[src/rtl/crc8.sv]
// crc8: CRC-8 (SMBUS style, MSB-first, no reflection, no final XOR) over an
// 80-bit message, processed one byte per clock.
//
// Ports:
//   clk      rising-edge clock
//   rst_n    asynchronous active-low reset
//   start    request pulse, accepted only while idle
//   data_in  [0:79] message, data_in[0] is the first (most significant) bit
//   crc      [0:7] registered result, crc[0] is the x^7 coefficient
//   busy     high while a computation is in progress
//   done     one-cycle pulse when crc has just been updated
module crc8 #(
    parameter logic [7:0] POLY = 8'h07,
    parameter logic [7:0] INIT = 8'h00
) (
    input  logic        clk,
    input  logic        rst_n,
    input  logic        start,
    input  logic [0:79] data_in,
    output logic [0:7]  crc,
    output logic        busy,
    output logic        done
);

    localparam int unsigned MSG_W   = 80;
    localparam int unsigned BYTE_W  = 8;
    localparam int unsigned N_BYTES = MSG_W / BYTE_W;
    localparam int unsigned CNT_W   = 4;
    localparam logic [CNT_W-1:0] LAST_BYTE = CNT_W'(N_BYTES - 1);

    typedef enum logic {
        IDLE = 1'b0,
        RUN  = 1'b1
    } state_e;

    state_e                state_q, state_d;
    logic [CNT_W-1:0]      cnt_q, cnt_d;
    logic [0:MSG_W-1]      data_q, data_d;
    logic [BYTE_W-1:0]     acc_q, acc_d;
    logic [BYTE_W-1:0]     crc_q, crc_d;
    logic                  busy_q, busy_d;
    logic                  done_q, done_d;
    logic [BYTE_W-1:0]     acc_next;

    // Eight MSB-first bit steps unrolled into one combinational byte update.
    function automatic logic [BYTE_W-1:0] crc_byte(input logic [BYTE_W-1:0] c,
                                                   input logic [BYTE_W-1:0] b);
        logic [BYTE_W-1:0] r;
        logic              fb;
        r = c;
        for (int i = BYTE_W - 1; i >= 0; i--) begin
            fb = r[BYTE_W-1] ^ b[i];
            r  = {r[BYTE_W-2:0], 1'b0} ^ (fb ? POLY : 8'h00);
        end
        return r;
    endfunction

    // The latched message shifts toward index 0, so the current byte is
    // always the top eight bits.
    always_comb begin
        acc_next = crc_byte(acc_q, data_q[0:BYTE_W-1]);
    end

    // Next-state and output logic.
    always_comb begin
        state_d = state_q;
        cnt_d   = cnt_q;
        data_d  = data_q;
        acc_d   = acc_q;
        crc_d   = crc_q;
        busy_d  = busy_q;
        done_d  = 1'b0;

        case (state_q)
            IDLE: begin
                if (start) begin
                    state_d = RUN;
                    data_d  = data_in;
                    acc_d   = INIT;
                    cnt_d   = '0;
                    busy_d  = 1'b1;
                end
            end
            RUN: begin
                acc_d  = acc_next;
                data_d = data_q << BYTE_W;
                cnt_d  = cnt_q + CNT_W'(1);
                if (cnt_q == LAST_BYTE) begin
                    state_d = IDLE;
                    cnt_d   = '0;
                    crc_d   = acc_next;
                    busy_d  = 1'b0;
                    done_d  = 1'b1;
                end
            end
            default: begin
                state_d = IDLE;
            end
        endcase
    end

    // State and output registers.
    always_ff @(posedge clk or negedge rst_n) begin
        if (!rst_n) begin
            state_q <= IDLE;
            cnt_q   <= '0;
            data_q  <= '0;
            acc_q   <= '0;
            crc_q   <= '0;
            busy_q  <= 1'b0;
            done_q  <= 1'b0;
        end else begin
            state_q <= state_d;
            cnt_q   <= cnt_d;
            data_q  <= data_d;
            acc_q   <= acc_d;
            crc_q   <= crc_d;
            busy_q  <= busy_d;
            done_q  <= done_d;
        end
    end

    // crc[0] maps to the x^7 coefficient.
    assign crc  = crc_q;
    assign busy = busy_q;
    assign done = done_q;

endmodule

[config.mk]
export PLATFORM = sky130hd
export DESIGN_NAME = crc8
export DESIGN_NICKNAME = d
export VERILOG_FILES = /design/src/rtl/crc8.sv
export SDC_FILE = /design/constraint.sdc
export NUM_CORES = 1
export LEC_CHECK = 0
export ABC_AREA = 1
export CORE_MARGIN = 3
export CORE_UTILIZATION = 44
export DETAILED_ROUTE_END_ITERATION = 7
export PLACE_DENSITY = 0.72
export REMOVE_ABC_BUFFERS = 1
export SYNTH_ARGS = -nofsm -noshare
export SYNTH_HDL_FRONTEND = slang
export SYNTH_SLANG_ARGS = --single-unit
[constraint.sdc]
create_clock -name clk -period 1.45 [get_ports clk]
set_clock_uncertainty 0.2 [all_clocks]
set_input_delay 0.29 -clock clk [delete_from_list [all_inputs] [get_ports clk]]
set_output_delay 0.29 -clock clk [all_outputs]
set_load 0.02 [all_outputs]
==> flow_summary_export.csv <==
group,metric,value,unit
critical_path,end_kind,"flop",
critical_path,regToRegEndpoint,"acc_q[2]$_DFFE_PN0P_",
timing,setup_viol,33,
cts,root_buffer,"clkbuf_8",
timing,whs,0.187,ns
global_route,grt_pass1_vias,3768,
cts,insertion_delay,0.37,ns
finish,drive_gt1_share,22.7,%
detailed_routing,drc_errors,0,
synthesis,ys_seq_area_share,54.7,%
critical_path,r2r_start,"data_q[0]$_DFFE_PN0P_",
timing,fin_crit_sh,107,%
global_route,grt_max_degree,36,
power,p_leak,0.00301,µW
synthesis,async_flop_share,100,%
cts,clock-sinks,103,
power,power_per_cell_area,2170,nW/µm²
detailed_routing,via_count,4023,
floorplan,core-area,10400,µm²
min_path,hold_path.class,"in -> async",
placed_design,dp_hpwl,7330,µm
critical_path,max_stage_delay,0.43,ns
synthesis,synth_top_area_cell,"dfrtp_1",
critical_path,crit_path_start_kind,"flop",
floorplan,dieArea,12000,µm²
floorplan,initial_utilization,45.4,%
timing,layout_setup_ws,-0.102,ns
critical_path,cp_max_fo,5,
flow_run,drv_cap,0,
timing,fmax,644,MHz
global_route,grt_overflow,0,
floorplan,ioPinCount,93,
critical_path,critPathBufInv,2,
cts,cts_buffer_depth,2,
synthesis,synth_area,4710,µm²
detailed_routing,wirelength,12100,µm
timing,period_needed,1.55,ns
power,ir_drop,1.13,mV
timing,tightest_slew,0.395,ns
global_route,antenna_found_initial,0,
critical_path,worst_ep_arrival_time,1.66,ns
detailed_routing,via_per_inst,5.10,
critical_path,reg2reg_depth,11,
detailed_routing,drt_iter0_drc,231,
synthesis,synth.top_cell.area_share,54.7,%
floorplan,num_rows,37,
detailed_routing,wl_per_cell,15.3,µm
critical_path,crit_path_cell_trace,"inv_2 > nand2_2 > nand2_4 > nand2_4 > nand2_4 > nand2_4 > nand2_8 > inv_2 > nand2_2 > nand3_1 > nand2_1",
critical_path,cpMostUsedCell,"nand2_4",
timing,relSlewSlack,73.7,%
timing,final_hold_viol_count,0,
critical_path,critPathSlowestCell,"dfrtp_1",
timing,grt_setup_unrepaired,"true",
finish,diodes,0,
global_route,grt_util_all_layers,18.5,%
status,violations,"setup timing",
synthesis,ys_ff_latch,103,
synthesis,netlist_instances,529,
detailed_routing,ant_nets,0,
synthesis,synth_area_leaders,"dfrtp_1 55%, nand2_1 16%, o211ai_1 6.1%, nand3_1 3.6%, inv_1 2.9%",
critical_path,rrSetupSlack,-0.10,ns
global_route,grt_pass1_wl,17600,µm
critical_path,critPathTopFamily,"simple AND/OR/NAND/NOR gates",
cts,cts_tree,"yes",
placed_design,io_buffers,92,
synthesis,syn_area_per_cell,8.91,µm²
placed_design,gp_congestion,0.851,
cts,cts_buffers,9,
floorplan,fp.dieH,109,µm
synthesis,synth_most_common_cell,"nand2_1",
synthesis,synthFlopType,"dfrtp_1",
floorplan,die_width,109,µm
cts,htree_levels,3,
detailed_routing,drtPass1Iterations,4,
power,power,14700,µW
synthesis,ys_warn_count,0,
synthesis,yosys-top-cells-count,"204 x nand2_1, 103 x dfrtp_1, 38 x o211ai_1",
finish,nets,734,
synthesis,synth.distinct_cells,24,
timing,slew_viol_final,0,
synthesis,synth_edf_count,0,
status,run_status,"complete, but fails checks",
finish,area_growth,43.7,%
critical_path,crit_type,"reg -> reg",
critical_path,critPathRequiredTime,1.56,ns
cts,path_clk_slew,0.10,ns
flip-flops by register name (all words and copies together), names as in the netlist:
signal,count
cnt_q,4
crc,8
data_q,80
done,1
busy,1
state_q,1
acc_q,8
through the flow:
step | setup WS (ns) | area (µm²) | utilization, % | setup TNS (ns) | cells
floorplan | -1.11 | 4570 | - | -101.39 | 503
global placement | -0.281 | 5950 | 57.3 | -22.35 | 753
detailed placement | -0.305 | 5950 | 57.3 | -24.11 | 753
CTS | -0.0350 | 6150 | 59.4 | -0.135 | 773
global route | -0.183 | 6770 | 65.3 | -2.67 | 789
finish | -0.102 | 6770 | 65.3 | -1.06 | 789
how the worst max path moves through the flow:
stage / from / end / cells past startpoint
after floorplan: state_q$_DFF_PN0_ / data_q[0]$_DFFE_PN0P_ / 3
after global placement: start / data_q[42]$_DFFE_PN0P_ / 6
after detailed placement: start / data_q[12]$_DFFE_PN0P_ / 6
after CTS: data_q[2]$_DFFE_PN0P_ / acc_q[5]$_DFFE_PN0P_ / 5
after global routing: data_q[6]$_DFFE_PN0P_ / acc_q[2]$_DFFE_PN0P_ / 10
final: data_q[0]$_DFFE_PN0P_ / acc_q[2]$_DFFE_PN0P_ / 11
worst reg2reg max path, delay by kind of cell, from the launching register on:
| family | cells | cell delay (ns) |
|---|---|---|
| simple gates | 9 | 0.74 |
| buf+inv | 2 | 0.14 |
| flops | 1 | 0.43 |
timing repair:
| item | 4_1_cts | 5_1_grt |
|---|---|---|
| pin swaps | 6 | 23 |
| endpoints found under the hold margin | 103 | 0 |
| setup endpoints to repair | 32 | 45 |
| buffers inserted | 4 | 7 |
| hold buffers | 1 | 0 |
| gates cloned | 0 | 9 |
| gates resized for setup | 48 | 89 |
final cells by class:
type / count / area, µm²
tap: 136 / 170
clock inverter: 5 / 60.1
inverter: 48 / 190
clock buffer: 10 / 128
sequential: 103 / 2580
multi-input combinational: 352 / 2120
timing repair buffer: 135 / 1520
fill: 837 / 3600
report_power, final:
part / internal [µW] / leakage, µW / switching [µW]
clock: 789 / 0.0000806 / 975
combinational: 3590 / 0.00161 / 4360
sequential: 4150 / 0.00131 / 789
total: 8530 / 0.00301 / 6130
layout by cell type, fill, tap and decap left out, drive strengths merged:
cell           instances
dfrtp                103
clkinvlp               4
o211ai                38
a22oi                 14
ha                     2
buf                   46
o221ai                 2
xor2                   5
xnor2                  7
bufinv                 1
dlymetal6s2s           1
o22ai                  2
clkdlybuf4s50         80
nand2                218
clkbuf                17
dlygate4sd3            1
nand3                 35
o21ai                 26
nor2                   3
inv                   48
metal layers:
metal	GRT usage, %	vias to the layer above	wire, µm
met5	0	-	0
met4	5.52	0	208
met3	2.76	21	617
met2	30.4	121	5980
met1	25.6	1933	5300
li1	-	1948	-
cell families after synthesis:
| logic type | share of synthesized area [%] |
|---|---|
| compound gates | 11.7 |
| flops | 54.7 |
| buf+inv | 6.88 |
| fa+ha+maj | 0.531 |
| simple gates | 23.2 |
| xor+xnor | 3.03 |
Note: power is estimated with default switching activity, not from simulation.
